[config.mk]
export PLATFORM = sky130hd
export DESIGN_NAME = lsu_mem_stage_flat
export DESIGN_NICKNAME = d
export VERILOG_FILES = /design/src/rtl/lsu_mem_stage_if.sv /design/src/rtl/lsu_mem_stage.sv /design/src/flat_wrapper.sv
export SDC_FILE = /design/constraint.sdc
export NUM_CORES = 1
export LEC_CHECK = 0
export CAP_MARGIN = 0
export CORE_UTILIZATION = 45
export DETAILED_ROUTE_END_ITERATION = 10
export DONT_BUFFER_PORTS = 1
export SLEW_MARGIN = 0
export SYNTH_ARGS = -nofsm -noshare
export SYNTH_HDL_FRONTEND = slang
export SYNTH_SLANG_ARGS = --single-unit
[constraint.sdc]
create_clock -name clk -period 2.6 [get_ports clk]
set_input_delay 0.39 -clock clk [delete_from_list [all_inputs] [get_ports clk]]
set_output_delay 0.39 -clock clk [all_outputs]
set_load 0.01 [all_outputs]
[src/rtl/lsu_mem_stage_if.sv]
// rtl/lsu_mem_stage_if.sv - data memory request/grant/response bus
// Purpose: bundles the data-memory handshake between lsu_mem_stage and memory.
// Signals:
//   dmem_req    request, high for the whole REQ phase
//   dmem_we     1 = write
//   dmem_addr   word-aligned address
//   dmem_be     byte enables
//   dmem_wdata  lane-replicated store data
//   dmem_gnt    request accepted this cycle
//   dmem_rvalid read data valid (no earlier than the cycle after gnt)
//   dmem_rdata  read word
// Modports: master (LSU side), slave (memory side).
interface lsu_mem_stage_if;
  logic        dmem_req;
  logic        dmem_we;
  logic [31:0] dmem_addr;
  logic [3:0]  dmem_be;
  logic [31:0] dmem_wdata;
  logic        dmem_gnt;
  logic        dmem_rvalid;
  logic [31:0] dmem_rdata;

  modport master (
    output dmem_req, dmem_we, dmem_addr, dmem_be, dmem_wdata,
    input  dmem_gnt, dmem_rvalid, dmem_rdata
  );

  modport slave (
    input  dmem_req, dmem_we, dmem_addr, dmem_be, dmem_wdata,
    output dmem_gnt, dmem_rvalid, dmem_rdata
  );
endinterface

[src/rtl/lsu_mem_stage.sv]
// rtl/lsu_mem_stage.sv - memory stage with load/store handshake and error reporting
// Purpose: passes non-memory results to the register file in one cycle; runs
// loads/stores against data memory with alignment, extension, stall and errors.
// Ports:
//   clk, rst           clock, asynchronous active-low reset
//   ex_*               instruction from execute, sampled only when idle
//   stall_o            upstream hold, high whenever an access is outstanding
//   rd_addr/data/wen   register file write port, rd_wen pulses once
//   err_o, err_cause   one-cycle error pulse; 01 misaligned, 10 timeout, 11 illegal
//   dmem               data memory bus (master side)
module lsu_mem_stage #(
  parameter int MAX_WAIT = 16,
  parameter int CNT_W    = 5
) (
  input  logic        clk,
  input  logic        rst,
  input  logic        ex_valid,
  input  logic        ex_is_load,
  input  logic        ex_is_store,
  input  logic [2:0]  ex_funct3,
  input  logic [31:0] ex_addr,
  input  logic [31:0] ex_store_data,
  input  logic [4:0]  ex_rd_addr,
  input  logic        ex_rd_wen,
  input  logic [31:0] ex_rd_data,
  output logic        stall_o,
  output logic [4:0]  rd_addr,
  output logic [31:0] rd_data,
  output logic        rd_wen,
  output logic        err_o,
  output logic [1:0]  err_cause,
  lsu_mem_stage_if.master dmem
);

  localparam logic [1:0] CAUSE_MISALIGN = 2'b01;
  localparam logic [1:0] CAUSE_TIMEOUT  = 2'b10;
  localparam logic [1:0] CAUSE_ILLEGAL  = 2'b11;

  typedef enum logic [1:0] {IDLE, REQ, WAIT} state_t;

  state_t      state, state_nxt;
  logic [CNT_W-1:0] cnt, cnt_nxt;

  // Captured operation
  logic        op_store, op_store_nxt;
  logic [2:0]  op_f3, op_f3_nxt;
  logic [1:0]  op_off, op_off_nxt;
  logic [4:0]  op_rd, op_rd_nxt;
  logic [31:0] addr_q, addr_nxt;
  logic [3:0]  be_q, be_nxt;
  logic [31:0] wdata_q, wdata_nxt;

  // Output registers
  logic [4:0]  rd_addr_nxt;
  logic [31:0] rd_data_nxt;
  logic        rd_wen_nxt;
  logic        err_nxt;
  logic [1:0]  cause_nxt;

  // Decode of the incoming instruction
  logic        is_mem;
  logic        illegal;
  logic        misaligned;
  logic [3:0]  be_calc;
  logic [31:0] wdata_calc;

  // Load extraction
  logic [31:0] lane;
  logic [31:0] load_val;
  logic        timeout;

  always_comb begin
    is_mem  = ex_is_load | ex_is_store;
    illegal = 1'b0;
    if (ex_is_load && ex_is_store) begin
      illegal = 1'b1;
    end else if (ex_is_load) begin
      illegal = !(ex_funct3 inside {3'b000, 3'b001, 3'b010, 3'b100, 3'b101});
    end else if (ex_is_store) begin
      illegal = !(ex_funct3 inside {3'b000, 3'b001, 3'b010});
    end
    // funct3[1:0] carries the size for both signed and unsigned loads
    misaligned = ((ex_funct3[1:0] == 2'b01) && ex_addr[0]) ||
                 ((ex_funct3[1:0] == 2'b10) && (ex_addr[1:0] != 2'b00));
  end

  always_comb begin
    case (ex_funct3[1:0])
      2'b00: begin
        be_calc    = 4'b0001 << ex_addr[1:0];
        wdata_calc = {4{ex_store_data[7:0]}};
      end
      2'b01: begin
        be_calc    = 4'b0011 << ex_addr[1:0];
        wdata_calc = {2{ex_store_data[15:0]}};
      end
      default: begin
        be_calc    = 4'b1111;
        wdata_calc = ex_store_data;
      end
    endcase
  end

  always_comb begin
    lane = dmem.dmem_rdata >> {op_off, 3'b000};
    case (op_f3)
      3'b000:  load_val = {{24{lane[7]}}, lane[7:0]};
      3'b001:  load_val = {{16{lane[15]}}, lane[15:0]};
      3'b100:  load_val = {24'd0, lane[7:0]};
      3'b101:  load_val = {16'd0, lane[15:0]};
      default: load_val = lane;
    endcase
  end

  // The counter runs across REQ and WAIT, so the budget covers gnt and rvalid together
  assign timeout = (cnt >= CNT_W'(MAX_WAIT - 1));

  always_comb begin
    state_nxt    = state;
    cnt_nxt      = cnt;
    op_store_nxt = op_store;
    op_f3_nxt    = op_f3;
    op_off_nxt   = op_off;
    op_rd_nxt    = op_rd;
    addr_nxt     = addr_q;
    be_nxt       = be_q;
    wdata_nxt    = wdata_q;
    rd_addr_nxt  = rd_addr;
    rd_data_nxt  = rd_data;
    rd_wen_nxt   = 1'b0;
    err_nxt      = 1'b0;
    cause_nxt    = 2'b00;

    case (state)
      IDLE: begin
        if (ex_valid) begin
          if (!is_mem) begin
            rd_addr_nxt = ex_rd_addr;
            rd_data_nxt = ex_rd_data;
            rd_wen_nxt  = ex_rd_wen && (ex_rd_addr != 5'd0);
          end else if (illegal) begin
            err_nxt   = 1'b1;
            cause_nxt = CAUSE_ILLEGAL;
          end else if (misaligned) begin
            err_nxt   = 1'b1;
            cause_nxt = CAUSE_MISALIGN;
          end else begin
            state_nxt    = REQ;
            cnt_nxt      = '0;
            op_store_nxt = ex_is_store;
            op_f3_nxt    = ex_funct3;
            op_off_nxt   = ex_addr[1:0];
            op_rd_nxt    = ex_rd_addr;
            addr_nxt     = {ex_addr[31:2], 2'b00};
            be_nxt       = be_calc;
            wdata_nxt    = wdata_calc;
          end
        end
      end

      REQ: begin
        // rvalid is not looked at here: it cannot belong to this request yet
        if (dmem.dmem_gnt) begin
          state_nxt = op_store ? IDLE : WAIT;
          cnt_nxt   = cnt + CNT_W'(1);
        end else if (timeout) begin
          state_nxt = IDLE;
          err_nxt   = 1'b1;
          cause_nxt = CAUSE_TIMEOUT;
        end else begin
          cnt_nxt = cnt + CNT_W'(1);
        end
      end

      WAIT: begin
        if (dmem.dmem_rvalid) begin
          state_nxt   = IDLE;
          rd_addr_nxt = op_rd;
          rd_data_nxt = load_val;
          rd_wen_nxt  = (op_rd != 5'd0);
        end else if (timeout) begin
          state_nxt = IDLE;
          err_nxt   = 1'b1;
          cause_nxt = CAUSE_TIMEOUT;
        end else begin
          cnt_nxt = cnt + CNT_W'(1);
        end
      end

      default: state_nxt = IDLE;
    endcase
  end

  always_ff @(posedge clk or negedge rst) begin
    if (!rst) begin
      state <= IDLE;
    end else begin
      state <= state_nxt;
    end
  end

  always_ff @(posedge clk or negedge rst) begin
    if (!rst) begin
      cnt       <= '0;
      op_store  <= 1'b0;
      op_f3     <= 3'd0;
      op_off    <= 2'd0;
      op_rd     <= 5'd0;
      addr_q    <= 32'd0;
      be_q      <= 4'd0;
      wdata_q   <= 32'd0;
      rd_addr   <= 5'd0;
      rd_data   <= 32'd0;
      rd_wen    <= 1'b0;
      err_o     <= 1'b0;
      err_cause <= 2'b00;
    end else begin
      cnt       <= cnt_nxt;
      op_store  <= op_store_nxt;
      op_f3     <= op_f3_nxt;
      op_off    <= op_off_nxt;
      op_rd     <= op_rd_nxt;
      addr_q    <= addr_nxt;
      be_q      <= be_nxt;
      wdata_q   <= wdata_nxt;
      rd_addr   <= rd_addr_nxt;
      rd_data   <= rd_data_nxt;
      rd_wen    <= rd_wen_nxt;
      err_o     <= err_nxt;
      err_cause <= cause_nxt;
    end
  end

  // Decoded from the state register only, so reset drops req/stall immediately
  assign stall_o         = (state != IDLE);
  assign dmem.dmem_req   = (state == REQ);
  assign dmem.dmem_we    = (state == REQ) && op_store;
  assign dmem.dmem_addr  = addr_q;
  assign dmem.dmem_be    = be_q;
  assign dmem.dmem_wdata = wdata_q;

endmodule

[src/flat_wrapper.sv]
// flat-port wrapper written by rule: the top's interface ports become plain ports
module lsu_mem_stage_flat 
#(
  parameter int MAX_WAIT = 16,
  parameter int CNT_W    = 5
)
  (clk, rst, ex_valid, ex_is_load, ex_is_store, ex_funct3, ex_addr, ex_store_data, ex_rd_addr, ex_rd_wen, ex_rd_data, stall_o, rd_addr, rd_data, rd_wen, err_o, err_cause, dmem_dmem_req, dmem_dmem_we, dmem_dmem_addr, dmem_dmem_be, dmem_dmem_wdata, dmem_dmem_gnt, dmem_dmem_rvalid, dmem_dmem_rdata);
  lsu_mem_stage_if dmem_i ();
  input  logic clk;
  input  logic rst;
  input  logic ex_valid;
  input  logic ex_is_load;
  input  logic ex_is_store;
  input  logic [2:0] ex_funct3;
  input  logic [31:0] ex_addr;
  input  logic [31:0] ex_store_data;
  input  logic [4:0] ex_rd_addr;
  input  logic ex_rd_wen;
  input  logic [31:0] ex_rd_data;
  output logic stall_o;
  output logic [4:0] rd_addr;
  output logic [31:0] rd_data;
  output logic rd_wen;
  output logic err_o;
  output logic [1:0] err_cause;
  output wire logic [$bits(dmem_i.dmem_req)-1:0] dmem_dmem_req;
  output wire logic [$bits(dmem_i.dmem_we)-1:0] dmem_dmem_we;
  output wire logic [$bits(dmem_i.dmem_addr)-1:0] dmem_dmem_addr;
  output wire logic [$bits(dmem_i.dmem_be)-1:0] dmem_dmem_be;
  output wire logic [$bits(dmem_i.dmem_wdata)-1:0] dmem_dmem_wdata;
  input wire logic [$bits(dmem_i.dmem_gnt)-1:0] dmem_dmem_gnt;
  input wire logic [$bits(dmem_i.dmem_rvalid)-1:0] dmem_dmem_rvalid;
  input wire logic [$bits(dmem_i.dmem_rdata)-1:0] dmem_dmem_rdata;
  assign dmem_dmem_req = dmem_i.dmem_req;
  assign dmem_dmem_we = dmem_i.dmem_we;
  assign dmem_dmem_addr = dmem_i.dmem_addr;
  assign dmem_dmem_be = dmem_i.dmem_be;
  assign dmem_dmem_wdata = dmem_i.dmem_wdata;
  assign dmem_i.dmem_gnt = dmem_dmem_gnt;
  assign dmem_i.dmem_rvalid = dmem_dmem_rvalid;
  assign dmem_i.dmem_rdata = dmem_dmem_rdata;
  lsu_mem_stage #(.MAX_WAIT(MAX_WAIT), .CNT_W(CNT_W)) u_core (.clk(clk), .rst(rst), .ex_valid(ex_valid), .ex_is_load(ex_is_load), .ex_is_store(ex_is_store), .ex_funct3(ex_funct3), .ex_addr(ex_addr), .ex_store_data(ex_store_data), .ex_rd_addr(ex_rd_addr), .ex_rd_wen(ex_rd_wen), .ex_rd_data(ex_rd_data), .stall_o(stall_o), .rd_addr(rd_addr), .rd_data(rd_data), .rd_wen(rd_wen), .err_o(err_o), .err_cause(err_cause), .dmem(dmem_i));
endmodule
; After elaboration in Yosys (flattened, before gate mapping)
; Cells that the tools add are included.
[totals]
register_bits = 125
inputBits = 144
output_inout_bits = 112
elab_cells = 115
[op_classes]
add_sub_neg = 1
n_lt_le_gt_ge = 1
eq_ne = 18
n_shift = 3
muxes = 51
n_bitwise = 3
n_reduce_logical = 24
[ops]
columns = operator, n
row1 = $pmux 32 s2, 2
row2 = $pmux 32 s4, 1
row3 = $mux 32, 3
row4 = $mux 5, 10
row5 = $shr 32x5->32, 1
row6 = $mux 2, 14
row7 = $pmux 5 s3, 1
row8 = $reduce_bool 5->1, 3
row9 = $mux 1, 14
row10 = $eq 3x3->1 const B, 4
row11 = $ne 2x2->1 const B, 6
row12 = $pmux 2 s3, 2
row13 = $pmux 5 s2, 1
row14 = $pmux 4 s2, 1
row15 = $reduce_and 4->1, 2
row16 = $eq 3x1->1 const B, 2
row17 = $logic_not 3->1, 2
row18 = $reduce_and 6->1, 1
row19 = $reduce_bool 2->1, 3
row20 = $reduce_bool 3->1, 2
row21 = $add 5x1->5 const B, 1
row22 = $ge 5x4->1 const B, 1
row23 = $logic_and 1x1->1, 5
row24 = $reduce_and 5->1, 1
row25 = 13 further kinds, 18

; Depth between registers and ports, before layout
; Gate-level depths: netlist of the first run.
[logic_depth]
word_depth = 10
depth_mapped = 9
mapped_depth_nobuf = 7

; Worst setup path before layout of the first run
; OpenSTA, ideal clock, no wires.
[synth_path]
path_kind = reg2reg
startpoint = reg u_core.state[0]
endpoint = reg u_core.rd_data[29]
setup_time_ns = 0.104
arrival_ns = 1.946
required_ns = 2.496
slack_ns = 0.550
stages_incl_launch_ff = 9
path_buffers = 2
synth_period_minus_slack_ns = 2.050
path_cell_list = dfrtp_1 > inv_1 > ha_1 > nor4bb_1 > o21a_1 > clkbuf_1 > buf_1 > nor2_1 > a221oi_1
[synth_via]
elab_chain_cells = 3
elab_cells_between_ends = 8
classes_between = 4 x eq/ne / 1 x mux / 3 x reduce/logical
[synth_rtl]
columns = element, line
row1 = "start, declared", lsu_mem_stage.sv:41  ; state_t state, state_nxt;
row2 = "start signal, assigned", lsu_mem_stage.sv:198  ; state <= state_nxt;
row3 = $eq 2x2->1 or $logic_not 2->1 (tied branches), lsu_mem_stage.sv:134  ; case (state)
row4 = $ne 2x2->1 (no source line) or $reduce_bool 2->1 (tied branches), --
row5 = $reduce_and 4->1 (no source line), --
row6 = "end signal, assigned", lsu_mem_stage.sv:227  ; rd_data <= rd_data_nxt;
row7 = "end, declared", lsu_mem_stage.sv:28  ; output logic [31:0] rd_data,
; Several ways; a longest one is shown, not always the timed one.
; A chain may end at the register's enable or synchronous reset.

; Final worst setup path of the first run
[layout_path]
startpoint = reg u_core.state[1]
endpoint = reg u_core.rd_data[19]
; Same word-level chain as after synthesis.

==> results of run 1 <==
==> cell type report <==
class | instances | area share (%)
sequential | 125 | 44.72
multi-input combinational | 426 | 41.79
clock buffer | 20 | 6.530
tap | 176 | 3.148
clock inverter | 12 | 1.968
timing repair buffer | 12 | 1.467
inverter | 7 | 0.3757
==> cells in the final DEF, fill, tap and decap left out, types with 3 or more instances in the layout <==
cell type	instances
mux2_1	5
a221oi_1	23
a211oi_1	8
clkinvlp_4	5
mux2_2	59
nand2b_1	4
o21ai_0	26
mux2i_1	48
o211ai_1	6
o21bai_1	3
a31oi_1	7
buf_4	11
nor2_1	92
nor2b_1	12
a21oi_1	44
clkbuf_16	17
ha_1	6
nand2_1	47
inv_1	7
dfrtp_1	125
==> repair_timing <==
item	in CTS	in global routing
setup endpoints to repair	0	0
buffers inserted	0	0
endpoints found under the hold margin	125	125
==> registers in the layout (all words and copies together) (netlist names) <==
register and cells:
u_core.rd_wen 1, u_core.dmem.dmem_addr 30, u_core.rd_data 32, u_core.err_cause 2
u_core.op_f3 3, u_core.op_store 1, u_core.dmem.dmem_wdata 32, u_core.cnt 5
u_core.dmem.dmem_be 4, u_core.rd_addr 5, u_core.err_o 1, u_core.state 2
u_core.op_off 2, u_core.op_rd 5
==> logic make-up after synthesis <==
| kind of cell | after synthesis |
|---|---|
| and+or+nand+nor | 171 |
| buffers and inverters | 48 |
| adders and majority gates | 7 |
| other | 1 |
| AOI/OAI and AO/OA | 133 |
| DFF | 125 |
| muxes | 113 |
==> power groups by stage <==
stage               Clock (mW)  Sequential (mW)  Combinational, mW
floorplan                    0             3.75               2.09
global placement             0             3.99               2.41
detailed placement           0             4.00               2.53
CTS                       2.39             3.99               2.53
global route              2.48             4.09               2.82
finish                    2.35             3.98               2.53
==> Yosys cell counts, drive strengths merged (2+ instances only) <==
cell type	instances
a211oi	9
a21oi	44
a221oi	23
a31oi	7
and3	2
buf	18
clkbuf	23
dfrtp	125
ha	7
inv	7
mux2	64
mux2i	48
nand2	47
nand2b	4
nor2	92
nor2b	12
nor3	2
nor4	3
o211ai	6
o21a	2
o21ai	27
o21bai	3
o22ai	2
or3	2
or4	2
==> through the flow <==
stage | std cells | hold slack (ns)
finish | 778 | -0.3206
global route | 778 | -0.3473
CTS | 778 | -0.3419
detailed placement | 746 | 0.09864
global placement | 746 | 0.09826
floorplan | 599 | 0.09441
==> worst min-delay path by stage <==
stage                     cells past startpoint  slack, ns  startpoint                        end
final                                         0      -0.32         rst  u_core.dmem.dmem_addr[28]
after global placement                        0        0.1         rst  u_core.dmem.dmem_addr[28]
after floorplan                               0       0.09         rst              u_core.cnt[0]
after global routing                          0      -0.35         rst  u_core.dmem.dmem_addr[23]
after detailed placement                      0        0.1         rst  u_core.dmem.dmem_addr[28]
after CTS                                     0      -0.34         rst  u_core.dmem.dmem_addr[10]
==> worst max-delay path, cell delays in order, from the launching register on <==
cell	delay, ns
dfrtp_1	0.43
inv_1	0.11
ha_1	0.25
nor4bb_1	0.34
buf_4	0.20
o21a_2	0.16
buf_4	0.38
nor2_1	0.09
a221oi_1	0.27
==> routing by layer <==
layer | vias up | part of all wire, %
met5 | - | 0
met4 | 0 | 1.8
met2 | 241 | 50
met1 | 2295 | 38
met3 | 23 | 10
li1 | 2117 | -
==> results.json, run 1 <==
{
  "status": "finished with violations",
  "violations": "hold timing",
  "synth-main-ff-cell": "dfrtp_1",
  "cts_resized": 0,
  "syn2layout_area_growth_pct": 12.02,
  "muxShareOfSynthArea_pct": 19.60,
  "required_ns": 2.89,
  "io_buffers": 0,
  "ys_types": 48,
  "n_antenna_cell": 0,
  "slew_headroom_pct": 60.02,
  "grt-ovfl-total": 0,
  "tightest_slew_ns": 0.5957,
  "place_congestion": 0.8657,
  "grt_pass1_wl_mm": 24.68,
  "synth_top_cell_by_area": "dfrtp_1",
  "rr_endpoint": "u_core.rd_data[19]",
  "cts_sinks": 125,
  "fmax_mhz": 425.1,
  "cts_max_path_buffers": 2,
  "start_util_pct": 46.59,
  "synth.avg_cell_area_sq_um": 10.44,
  "synth_xor_area_share_pct": 0,
  "die_h_um": 119.8,
  "netlist.area_leader.share_pct": 50.10,
  "synth_top_family_by_area": "multiplexers",
  "multiInputGateArea_sq_um": 2923,
  "seq_area_sq_um": 3128,
  "synthTopCellsByArea": "dfrtp_1 50%, mux2_2 11%, mux2i_1 7.7%",
  "die_area_sq_um": 14350,
  "clk_latency_ns": 0.41,
  "avgViaCountPerCell": 6.010,
  "cts_made_buffers": 17,
  "core.rowCount": 42,
  "synth_seq_cells": 125,
  "seqPwrFrac_pct": 44.9,
  "firstDrtPassIters": 5,
  "pin_count": 256,
  "drc_errors": 0,
  "p_total_mw": 8.859,
  "hold_path.class": "input port to async pin",
  "vdd_drop_max_mv": 0.6219,
  "grt.met1_usage_pct": 25.34,
  "holdWs_ns": -0.3206,
  "grt_use_total_pct": 22.50,
  "ys.warnings.count": 0,
  "layout_setup_ws_ns": 0.2473,
  "power.switching_mw": 3.339,
  "grt-busiest-layer": "met2",
  "cp-startpoint": "u_core.state[1]",
  "dieWidth_um": 119.8,
  "switching_share_pct": 37.69,
  "fin_crit_sh_pct": 90.49,
  "antenna_found_initial": 0,
  "internal_power_mw": 5.521,
  "r2r_cells": 8,
  "synthArstFlopShare_pct": 100.0,
  "grt_start_max_net_pins": 126,
  "htreeDepth": 4,
  "reg2reg_from": "u_core.state[1]",
  "synth_simple_gate_area_share_pct": 11.92,
  "grt_util_met3_pct": 9.553,
  "gr-usage-met2_pct": 38.40,
  "cts-root-buf": "clkbuf_16",
  "critPathKind": "register to register",
  "finalNetCount": 740,
  "skew_ns": 0.007684,
  "seq_area_frac_synth_pct": 50.10,
  "critPathLaunchType": "register",
  "period_minus_slack_ns": 2.353,
  "pre_cts_slack_ns": 0.2645,
  "ant_nets": 0,
  "drv_cap": 0,
  "critPathCapture": "u_core.rd_data[19]",
  "synth_fa_ha_area_share_pct": 1.403,
  "fin_util_pct": 52.19,
  "crit_arrival_ns": 2.64,
  "drtIter0Drc": 262,
  "wl_per_cell_um": 20.57,
  "powerDensity_nw_per_um2": 1267,
  "nFillCells": 1193,
  "end_kind": "register",
  "cts_tree": "done",
  "path_clk_slew_ns": 0.06,
  "synth_compound_area_share_pct": 13.71,
  "p_comb_share_pct": 28.6,
  "maxSlewViolCount": 0,
  "synth_edf_count": 0,
  "netlist_instances": 598,
  "vias": 4676,
  "dp_hpwl_mm": 11.49,
  "core_sq_um": 13400,
  "finalHoldViolCount": 125,
  "rsz0062_at_grt": "false",
  "leakage_nw": 2.881,
  "setup_viol": 0,
  "layout-drive-gt1-share_pct": 17.94,
  "grt_pass1_vias": 4682,
  "syn_area_sq_um": 6243,
  "setup_tns_ns": 0,
  "pwr-share-clk_pct": 26.5,
  "worstPathMaxFanout": 42,
  "ff2ff_setup_slack_ns": 0.25,
  "routed_wl_mm": 16.01,
  "stdcell_area_sq_um": 6994,
  "placed_cell_area_sq_um": 6400
}
No activity file was read; power rests on OpenSTA's default activity.
==> run 2, diff against run 1 <==
TNS_END_PERCENT = 50   (was default)
==> results of run 2 <==
Same layout as run 1: the final DEF is identical, and so are final timing and power.
==> run 3, diff against run 2 <==
clock period = 2.3 ns   (was 2.6 ns; I/O delays follow)
==> run 3 against run 2 <==
Die area unchanged. Power up 13%. Global-route usage up 0.63 points. Sequential cell count unchanged. Via count down 1.3%. Clock-buffer cell count down 1. Routed wire length up 0.98%. The run still ends with hold timing left. Fmax up 8.9%. Critical path depth down 1. Cell area up 0.41%. Clock skew down 0.0016 ns. Largest cell class unchanged.
==> results.json, run 3 (synthesis results as in run 1) <==
{
  "final_cell_mix": "125 x dfrtp_1, 91 x nor2_1, 59 x mux2_2",
  "grt_pass1_vias": 4754,
  "hold_path.class": "input port to async pin",
  "place_congestion": 0.8831,
  "htreeDepth": 4,
  "p_total_mw": 10.03,
  "status": "finished with violations",
  "pre_cts_slack_ns": -0.1921,
  "powerDensity_nw_per_um2": 1429,
  "finalNetCount": 744,
  "seqPwrFrac_pct": 44.8,
  "cts_sinks": 125,
  "required_ns": 2.63,
  "holdWs_ns": -0.3764,
  "layout_commonest_cell": "dfrtp_1",
  "layout-drive-gt1-share_pct": 18.65,
  "die_h_um": 119.8,
  "skew_ns": 0.006074,
  "slew_headroom_pct": 61.99,
  "worstPathMaxFanout": 5,
  "antenna_found_initial": 0,
  "rsz0062_at_grt": "false",
  "seq_area_sq_um": 3128,
  "vias": 4613,
  "power.switching_mw": 3.798,
  "nFillCells": 1233,
  "cts_made_buffers": 17,
  "p_comb_share_pct": 29.3,
  "firstDrtPassIters": 5,
  "cts_max_path_buffers": 2,
  "stdcell_area_sq_um": 7023,
  "wl_per_cell_um": 20.67,
  "grt_use_total_pct": 23.13,
  "critPathLaunchType": "register",
  "end_kind": "register",
  "switching_share_pct": 37.85,
  "syn2layout_area_growth_pct": 12.49,
  "grt_start_max_net_pins": 126,
  "grt_pass1_wl_mm": 25.34,
  "period_minus_slack_ns": 2.159,
  "drv_cap": 0,
  "dp_hpwl_mm": 11.48,
  "drtIter0Drc": 224,
  "dieWidth_um": 119.8,
  "cp-startpoint": "u_core.cnt[0]",
  "fin_crit_sh_pct": 93.89,
  "finalHoldViolCount": 125,
  "pin_count": 256,
  "n_antenna_cell": 0,
  "core.rowCount": 42,
  "pwr-share-clk_pct": 25.9,
  "cts_tree": "done",
  "maxSlewViolCount": 0,
  "setup_viol": 0,
  "routed_wl_mm": 16.16,
  "setup_tns_ns": 0,
  "clk_latency_ns": 0.42,
  "path_clk_slew_ns": 0.05,
  "die_area_sq_um": 14350,
  "layout_setup_ws_ns": 0.1406,
  "ant_nets": 0,
  "drc_errors": 0,
  "internal_power_mw": 6.236,
  "start_util_pct": 46.59,
  "avgViaCountPerCell": 5.899,
  "crit_arrival_ns": 2.49,
  "critPathKind": "register to register",
  "cts-root-buf": "clkbuf_16",
  "vdd_drop_max_mv": 0.7334,
  "multiInputGateArea_sq_um": 2933,
  "fin_util_pct": 52.41,
  "placed_cell_area_sq_um": 6430,
  "io_buffers": 0,
  "reg2reg_from": "u_core.cnt[0]",
  "core_sq_um": 13400,
  "tightest_slew_ns": 0.5642,
  "leakage_nw": 2.896,
  "violations": "hold timing",
  "cts_setup_buffers": 0,
  "grt-ovfl-total": 0,
  "fmax_mhz": 463.1
}
## run 3: cell count changes in the layout (fill, tap and decap cells not counted), sizes merged
cell      before  now
clkinvlp       5    4
buf           12   15
inv            9    8
clkinv         3    6
## run 3: power by group through the flow
stage / clock network (mW) / registers (mW) / logic (mW)
finish: 2.60 / 4.50 / 2.94
CTS: 2.66 / 4.52 / 2.93
floorplan: 0 / 4.24 / 2.37
detailed placement: 0 / 4.53 / 2.92
global placement: 0 / 4.52 / 2.79
global route: 2.75 / 4.63 / 3.26
## run 3: critical path, stage by stage, from the launching register on
cell	delay, ns
dfrtp_1	0.42
ha_1	0.25
and3_1	0.20
ha_1	0.23
or3_1	0.40
o21ai_0	0.28
a31oi_1	0.13
a31oi_1	0.17
## run 3: through the flow
stage,std cells,hold slack (ns)
final,782,-0.3764
after global placement,750,0.05405
after CTS,782,-0.3897
after floorplan,599,0.04941
after detailed placement,750,0.05541
after global routing,782,-0.3996
## run 3: worst paths after layout
kind / endpoint / slack, ns / cells after the start
worst max-delay path: u_core.cnt[0] / 0.14 / 7
worst min-delay path: u_core.dmem.dmem_addr[29] / -0.38 / 0
worst max register to register: u_core.cnt[0] / 0.14 / 7
worst min register to register: u_core.op_rd[1] / 0.53 / 1
max in group asynchronous: u_core.dmem.dmem_wdata[11] / 2.53 / 0
min in group clk: u_core.op_f3[0] / 0.06 / 2
## run 3: layout make-up
type,instances,share of cell area [%]
multi-input combinational,426,41.76
clock inverter,13,2.049
timing repair buffer,16,1.978
inverter,7,0.3741
clock buffer,19,6.164
tap,176,3.136
sequential,125,44.54
## run 3: routing by layer
| layer | vias up | track usage, % | part of all wire [%] |
|---|---|---|---|
| met3 | 23 | 9.221 | 10 |
| met1 | 2238 | 26.76 | 38 |
| li1 | 2133 | - | - |
| met2 | 219 | 38.04 | 50 |
| met5 | - | 0 | 0 |
| met4 | 0 | 9.531 | 1.8 |
## run 3: timing repair
item	in CTS	in global routing
endpoints found under the hold margin	125	125
gates cloned	0	0
endpoints found under the setup margin	16	27
resized for setup	1	5
